**config.mk**
```make
export PLATFORM = sky130hd
export DESIGN_NAME = multicycle_control_flat
export DESIGN_NICKNAME = d
export VERILOG_FILES = /design/src/rtl/multicycle_control_if.sv /design/src/rtl/multicycle_control.sv /design/src/flat_wrapper.sv
export SDC_FILE = /design/constraint.sdc
export NUM_CORES = 1
export LEC_CHECK = 0
export BUFFER_PORTS_ARGS = -buffer_cell sky130_fd_sc_hd__buf_2
export CAP_MARGIN = 15
export CORE_ASPECT_RATIO = 1.4
export CORE_MARGIN = 5
export CORE_UTILIZATION = 42
export DETAILED_ROUTE_END_ITERATION = 10
export PLACE_DENSITY_LB_ADDON = 0.25
export SLEW_MARGIN = 30
export SYNTH_ARGS = -nofsm -noshare
export SYNTH_HDL_FRONTEND = slang
export SYNTH_SLANG_ARGS = --single-unit
```
**constraint.sdc**
```tcl
create_clock -name clk -period 2.7 [get_ports clk]
set_input_delay 0.27 -clock clk [delete_from_list [all_inputs] [get_ports clk]]
set_output_delay 0.27 -clock clk [all_outputs]
set_load 0.005 [all_outputs]
```
**src/rtl/multicycle_control_if.sv**
```systemverilog
// Control bus between the multi-cycle control unit and the RV32I datapath.
// The master side is the control unit: it receives the instruction register
// and the ALU zero flag, and drives every mux select and write strobe.
interface multicycle_control_if;
  logic [31:0] instr;
  logic        zero;
  logic [9:0]  alu_funct;
  logic [1:0]  alu_src_a_sel;
  logic [1:0]  alu_src_b_sel;
  logic [2:0]  imm_sel;
  logic [1:0]  result_sel;
  logic        adr_sel;
  logic        ir_write;
  logic        pc_write;
  logic        reg_write;
  logic        mem_write;
  logic        illegal;

  // Control unit view
  modport master (
    input  instr, zero,
    output alu_funct, alu_src_a_sel, alu_src_b_sel, imm_sel, result_sel,
           adr_sel, ir_write, pc_write, reg_write, mem_write, illegal
  );

  // Datapath view
  modport slave (
    output instr, zero,
    input  alu_funct, alu_src_a_sel, alu_src_b_sel, imm_sel, result_sel,
           adr_sel, ir_write, pc_write, reg_write, mem_write, illegal
  );
endinterface

```
**src/rtl/multicycle_control.sv**
```systemverilog
// Multi-cycle RV32I control unit. Walks each instruction through fetch,
// decode, execute, memory and writeback states, producing datapath selects,
// write strobes and the 10-bit ALU function code {jalr_mask, sub_sra, 5'b0, op3}.
// Unsupported opcodes (and branch funct3 010/011) park the unit in TRAP with a
// sticky illegal flag until reset.
module multicycle_control (
  input  logic                 clk,
  input  logic                 reset,
  multicycle_control_if.master bus
);

  typedef enum logic [3:0] {
    FETCH, DECODE, EXEC_R, EXEC_I, MEM_ADDR, MEM_READ, MEM_WB, MEM_WRITE,
    ALU_WB, BRANCH, JALR_ADDR, JUMP, UPPER, TRAP
  } state_t;

  localparam logic [6:0] OP_R      = 7'b0110011;
  localparam logic [6:0] OP_I      = 7'b0010011;
  localparam logic [6:0] OP_LOAD   = 7'b0000011;
  localparam logic [6:0] OP_STORE  = 7'b0100011;
  localparam logic [6:0] OP_BRANCH = 7'b1100011;
  localparam logic [6:0] OP_JAL    = 7'b1101111;
  localparam logic [6:0] OP_JALR   = 7'b1100111;
  localparam logic [6:0] OP_LUI    = 7'b0110111;
  localparam logic [6:0] OP_AUIPC  = 7'b0010111;

  localparam logic [9:0] ALU_ADD      = 10'h000;
  localparam logic [9:0] ALU_SUB      = 10'h100;
  localparam logic [9:0] ALU_ADD_MASK = 10'h200;
  localparam logic [9:0] ALU_SLT      = 10'h002;
  localparam logic [9:0] ALU_SLTU     = 10'h003;

  localparam logic [1:0] A_PC     = 2'd0;
  localparam logic [1:0] A_OLD_PC = 2'd1;
  localparam logic [1:0] A_RS1    = 2'd2;
  localparam logic [1:0] A_ZERO   = 2'd3;
  localparam logic [1:0] B_RS2    = 2'd0;
  localparam logic [1:0] B_IMM    = 2'd1;
  localparam logic [1:0] B_FOUR   = 2'd2;

  localparam logic [2:0] IMM_I = 3'd0;
  localparam logic [2:0] IMM_S = 3'd1;
  localparam logic [2:0] IMM_B = 3'd2;
  localparam logic [2:0] IMM_U = 3'd3;
  localparam logic [2:0] IMM_J = 3'd4;

  localparam logic [1:0] RES_ALU    = 2'd0;
  localparam logic [1:0] RES_ALUOUT = 2'd1;
  localparam logic [1:0] RES_MDR    = 2'd2;

  state_t      state, next_state;
  logic        illegal_q;

  logic [6:0]  opcode;
  logic [2:0]  funct3;
  logic        funct7b5;
  logic        unused_instr_bits;

  logic [9:0]  r_code, i_code, b_code;
  logic        branch_taken;
  logic        branch_bad;

  logic [9:0]  alu_funct_c;
  logic [1:0]  src_a_c, src_b_c, result_c;
  logic [2:0]  imm_c;
  logic        adr_c, ir_write_c, pc_write_c, reg_write_c, mem_write_c;

  assign opcode            = bus.instr[6:0];
  assign funct3            = bus.instr[14:12];
  assign funct7b5          = bus.instr[30];
  assign unused_instr_bits = ^{bus.instr[31], bus.instr[29:15], bus.instr[11:7]};

  // ALU codes for register ops, immediate ops and branch compares; ADDI never becomes SUB
  always_comb begin
    r_code = {1'b0, funct7b5 & ((funct3 == 3'b000) || (funct3 == 3'b101)), 5'b0, funct3};
    i_code = {1'b0, funct7b5 & (funct3 == 3'b101), 5'b0, funct3};
    b_code = 10'h000;
    branch_taken = 1'b0;
    branch_bad   = 1'b0;
    case (funct3)
      3'b000: begin b_code = ALU_SUB;  branch_taken =  bus.zero; end
      3'b001: begin b_code = ALU_SUB;  branch_taken = !bus.zero; end
      3'b100: begin b_code = ALU_SLT;  branch_taken = !bus.zero; end
      3'b101: begin b_code = ALU_SLT;  branch_taken =  bus.zero; end
      3'b110: begin b_code = ALU_SLTU; branch_taken = !bus.zero; end
      3'b111: begin b_code = ALU_SLTU; branch_taken =  bus.zero; end
      default: branch_bad = 1'b1;
    endcase
  end

  // State register and sticky illegal flag, both cleared by synchronous reset
  always_ff @(posedge clk) begin
    if (reset) begin
      state     <= FETCH;
      illegal_q <= 1'b0;
    end else begin
      state     <= next_state;
      illegal_q <= (next_state == TRAP);
    end
  end

  // Next-state and Moore output decode; everything not used by a state stays 0
  always_comb begin
    next_state  = state;
    alu_funct_c = ALU_ADD;
    src_a_c     = A_PC;
    src_b_c     = B_RS2;
    imm_c       = IMM_I;
    result_c    = RES_ALU;
    adr_c       = 1'b0;
    ir_write_c  = 1'b0;
    pc_write_c  = 1'b0;
    reg_write_c = 1'b0;
    mem_write_c = 1'b0;
    case (state)
      FETCH: begin
        adr_c      = 1'b0;
        ir_write_c = 1'b1;
        src_a_c    = A_PC;
        src_b_c    = B_FOUR;
        result_c   = RES_ALU;
        pc_write_c = 1'b1;
        next_state = DECODE;
      end
      DECODE: begin
        src_a_c = A_OLD_PC;
        src_b_c = B_IMM;
        if (opcode == OP_BRANCH)   imm_c = IMM_B;
        else if (opcode == OP_JAL) imm_c = IMM_J;
        else                       imm_c = IMM_I;
        case (opcode)
          OP_R:               next_state = EXEC_R;
          OP_I:               next_state = EXEC_I;
          OP_LOAD, OP_STORE:  next_state = MEM_ADDR;
          OP_BRANCH:          next_state = BRANCH;
          OP_JAL:             next_state = JUMP;
          OP_JALR:            next_state = JALR_ADDR;
          OP_LUI, OP_AUIPC:   next_state = UPPER;
          default:            next_state = TRAP;
        endcase
      end
      EXEC_R: begin
        src_a_c     = A_RS1;
        src_b_c     = B_RS2;
        alu_funct_c = r_code;
        next_state  = ALU_WB;
      end
      EXEC_I: begin
        src_a_c     = A_RS1;
        src_b_c     = B_IMM;
        imm_c       = IMM_I;
        alu_funct_c = i_code;
        next_state  = ALU_WB;
      end
      MEM_ADDR: begin
        src_a_c = A_RS1;
        src_b_c = B_IMM;
        if (opcode == OP_STORE) begin
          imm_c      = IMM_S;
          next_state = MEM_WRITE;
        end else begin
          imm_c      = IMM_I;
          next_state = MEM_READ;
        end
      end
      MEM_READ: begin
        adr_c      = 1'b1;
        next_state = MEM_WB;
      end
      MEM_WB: begin
        result_c    = RES_MDR;
        reg_write_c = 1'b1;
        next_state  = FETCH;
      end
      MEM_WRITE: begin
        adr_c       = 1'b1;
        mem_write_c = 1'b1;
        next_state  = FETCH;
      end
      ALU_WB: begin
        result_c    = RES_ALUOUT;
        reg_write_c = 1'b1;
        next_state  = FETCH;
      end
      BRANCH: begin
        src_a_c     = A_RS1;
        src_b_c     = B_RS2;
        alu_funct_c = b_code;
        if (branch_taken) begin
          pc_write_c = 1'b1;
          result_c   = RES_ALUOUT;
        end
        next_state = branch_bad ? TRAP : FETCH;
      end
      JALR_ADDR: begin
        src_a_c     = A_RS1;
        src_b_c     = B_IMM;
        imm_c       = IMM_I;
        alu_funct_c = ALU_ADD_MASK;
        next_state  = JUMP;
      end
      JUMP: begin
        src_a_c    = A_OLD_PC;
        src_b_c    = B_FOUR;
        result_c   = RES_ALUOUT;
        pc_write_c = 1'b1;
        next_state = ALU_WB;
      end
      UPPER: begin
        imm_c      = IMM_U;
        src_b_c    = B_IMM;
        src_a_c    = (opcode == OP_LUI) ? A_ZERO : A_OLD_PC;
        next_state = ALU_WB;
      end
      TRAP: begin
        next_state = TRAP;
      end
      default: begin
        next_state = FETCH;
      end
    endcase
  end

  assign bus.alu_funct     = alu_funct_c;
  assign bus.alu_src_a_sel = src_a_c;
  assign bus.alu_src_b_sel = src_b_c;
  assign bus.imm_sel       = imm_c;
  assign bus.result_sel    = result_c;
  assign bus.adr_sel       = adr_c;
  assign bus.ir_write      = ir_write_c  & ~reset;
  assign bus.pc_write      = pc_write_c  & ~reset;
  assign bus.reg_write     = reg_write_c & ~reset;
  assign bus.mem_write     = mem_write_c & ~reset;
  assign bus.illegal       = illegal_q;

endmodule

```
**src/flat_wrapper.sv**
```systemverilog
// flat-port wrapper written by rule: the top's interface ports become plain ports
module multicycle_control_flat 
  (clk, reset, bus_instr, bus_zero, bus_alu_funct, bus_alu_src_a_sel, bus_alu_src_b_sel, bus_imm_sel, bus_result_sel, bus_adr_sel, bus_ir_write, bus_pc_write, bus_reg_write, bus_mem_write, bus_illegal);
  multicycle_control_if bus_i ();
  input  logic clk;
  input  logic reset;
  input wire logic [$bits(bus_i.instr)-1:0] bus_instr;
  input wire logic [$bits(bus_i.zero)-1:0] bus_zero;
  output wire logic [$bits(bus_i.alu_funct)-1:0] bus_alu_funct;
  output wire logic [$bits(bus_i.alu_src_a_sel)-1:0] bus_alu_src_a_sel;
  output wire logic [$bits(bus_i.alu_src_b_sel)-1:0] bus_alu_src_b_sel;
  output wire logic [$bits(bus_i.imm_sel)-1:0] bus_imm_sel;
  output wire logic [$bits(bus_i.result_sel)-1:0] bus_result_sel;
  output wire logic [$bits(bus_i.adr_sel)-1:0] bus_adr_sel;
  output wire logic [$bits(bus_i.ir_write)-1:0] bus_ir_write;
  output wire logic [$bits(bus_i.pc_write)-1:0] bus_pc_write;
  output wire logic [$bits(bus_i.reg_write)-1:0] bus_reg_write;
  output wire logic [$bits(bus_i.mem_write)-1:0] bus_mem_write;
  output wire logic [$bits(bus_i.illegal)-1:0] bus_illegal;
  assign bus_i.instr = bus_instr;
  assign bus_i.zero = bus_zero;
  assign bus_alu_funct = bus_i.alu_funct;
  assign bus_alu_src_a_sel = bus_i.alu_src_a_sel;
  assign bus_alu_src_b_sel = bus_i.alu_src_b_sel;
  assign bus_imm_sel = bus_i.imm_sel;
  assign bus_result_sel = bus_i.result_sel;
  assign bus_adr_sel = bus_i.adr_sel;
  assign bus_ir_write = bus_i.ir_write;
  assign bus_pc_write = bus_i.pc_write;
  assign bus_reg_write = bus_i.reg_write;
  assign bus_mem_write = bus_i.mem_write;
  assign bus_illegal = bus_i.illegal;
  multicycle_control u_core (.clk(clk), .reset(reset), .bus(bus_i));
endmodule
```
==> impl_metrics.yaml <==
layout:
  nets: 179
  n_fill_cell: 204
  drive_gt1_share_pct: 32.87
  syn_to_final_growth_pct: 18.44
  antenna_cells: 0
  design_area_um2: 932.1
  fin_cells: 163
synthesis:
  ys_async_sr_fraction_pct: 0
  synth_area_um2: 787.0
  synth_edf_count: 0
  ys_warn_count: 0
  synth_area_leader_cell: "dfxtp_1"
  avgSynthCellArea_um2: 6.965
  synth.area.top_cells: "dfxtp_1 13%, nor2_1 9.1%, nand2_1 5.2%, buf_4 4.8%, buf_6 4.3%"
  synth_top_cell_area_share_pct: 12.72
  synth_flop_cell: "dfxtp_1"
  syn_inst: 113
  seq_area_frac_synth_pct: 12.72
  yosysUniqueCellTypes: 46
  synth.most_common_cell: "nor2_1"
  ys_top_cells_by_count: "19 x nor2_1, 11 x nand2_1, 6 x a21oi_1"
  synth-seq-cells: 5
drt:
  wl_um: 2042
  vias: 888
  remaining_drc_errors: 0
  drt-initial-drc-count: 21
  vias_per_cell: 5.448
  first_pass_iters: 4
  wl_per_cell_um: 12.53
  antenna_left: 0
job:
  drv_cap: 0
grt:
  grt_use_total_pct: 15.10
  first_global_vias: 788
  grt_pass1_wl_um: 3263
  overflow: 0
  antenna_found_initial: 0
  grt_start_max_net_pins: 23
clocking:
  cts_max_path_buffers: 2
  cts_tree: "done"
  insertion_delay_ns: 0.24
  clkSinkCount: 5
  ctsHtreeMaxLevel: 1
  cts_hold_repair.buffers: 0
  cts_made_buffers: 3
  ctsResizeCount: 0
  path_clk_slew_ns: 0.04
  root_buffer: "clkbuf_4"
  cts_setup_buffers: 0
sta:
  final.setup_skew_ns: 0.001388
  hold_violations: 0
  finalSetupViolCount: 0
  rsz0062_at_grt: "false"
  worst_pin_slew_ns: 0.7592
  fin_crit_ns: 2.127
  drv_slew: 0
  max-slew-margin-rel_pct: 49.32
  post-route-period-util_pct: 78.77
  fmax_ghz: 0.4702
  fin_ws_ns: 0.5732
  final.setup.tns_ns: 0
floorplanning:
  die_x_um: 46.59
  io_pins: 60
  dieArea_mm2: 0.002852
  start_util_pct: 44.23
  rows: 18
  coreArea_mm2: 0.001779
  die_y_um: 61.22
critical_path:
  cp_max_fo: 22
  crit_chain: "nand4b_1 -> o32a_1 -> o22ai_1 -> buf_2"
  cp_slowest_stage_delay_ns: 0.80
  worstSetupStartpointType: "flip-flop"
  cp_num_buf_inv: 1
  crit_slowest_cell: "dfxtp_1"
  cp_top_family: "flip-flops"
  cp.arrival_ns: 1.86
  endpoint_kind: "primary output"
  critPathKind: "reg2out"
  r2r-start: "u_core.state[1]"
  cp.required_ns: 2.43
  startpoint: "u_core.state[1]"
pwr:
  powerDensity_mw_per_mm2: 746.8
  power.total_uw: 696.2
  leakage_uw: 0.0004435
  peakVddDrop_uv: 481.2
placement:
  gp_congestion: 0.8296
  dp_cells: 159
  portBuffers: 33
  post-place-ws_ns: 0.8313
  hpwlAfterDp_um: 1670
  placed_area_um2: 905.9
status:
  status: "finished, final reports clean"
hold_path:
  hold_start: "bus_instr[0]"
  hold_path_class: "in2reg"
final cells by class:
class / instances / area (um2) / share of cell area (%)
multi-input cells: 96 / 596.8 / 64.03
repair buffers: 33 / 165.2 / 17.72
clock buffers: 4 / 26.28 / 2.819
flip-flops and latches: 5 / 100.1 / 10.74
well taps: 20 / 25.02 / 2.685
inverters: 5 / 18.77 / 2.013
state kept, by name (all words and copies together) (netlist names):
signal and flops:
u_core.state 4, u_core.bus.illegal 1
layer usage:
layer | GRT usage, % | vias up | wire length [um]
li1 | - | 460 | -
met1 | 17.40 | 402 | 801
met2 | 28.35 | 26 | 1113
met3 | 2.047 | 0 | 127
met4 | 3.659 | 0 | 0
met5 | 0 | - | 0
worst paths after layout:
path	end	slack, ns	depth (start not counted)
setup reg to reg	u_core.bus.illegal	0.83	4
hold reg to reg	u_core.state[2]	0.91	3
setup / recovery	bus_alu_funct[8]	0.57	4
hold / removal	u_core.state[3]	0.42	3
worst register-to-register path: stages (launching register included):
cell,delay (ns)
dfxtp_1,0.80
nor2_2,0.15
a221o_1,0.43
o21ba_4,0.24
and4bb_1,0.19
stage by stage:
stage               hold slack (ns)  util (%)
floorplan                    0.5035         -
detailed placement           0.6536     50.91
finish                       0.4224     52.39
CTS                          0.4174     52.39
global route                 0.4377     52.39
global placement             0.6547     50.91
logic make-up after synthesis:
group	after synthesis	synth area share, %
multiplexers	3	3.975
AND/OR/NAND/NOR	57	38.95
buffers and inverters	16	13.35
other	1	0.4765
flip-flops	5	12.72
XOR/XNOR	2	2.226
AO/OA/AOI/OAI	29	28.30
where the power goes:
group	internal [uW]	total, uW	switching [uW]
registers	97.5	182	84.5
clock network	55.8	84.9	29.2
logic	209	429	220
cells in the final DEF, fill, tap and decap left out, types with 4 or more instances in the layout:
| cell | netlist | final |
|---|---|---|
| dfxtp_1 | 5 | 5 |
| a21oi_1 | 6 | 6 |
| nor2_1 | 19 | 19 |
| conb_1 | 1 | 5 |
| nor3_1 | 5 | 5 |
| inv_1 | 5 | 5 |
| buf_2 | 3 | 33 |
| o21ai_0 | 4 | 4 |
| nand2_1 | 11 | 11 |
Note: power is estimated with default switching activity, not from simulation.
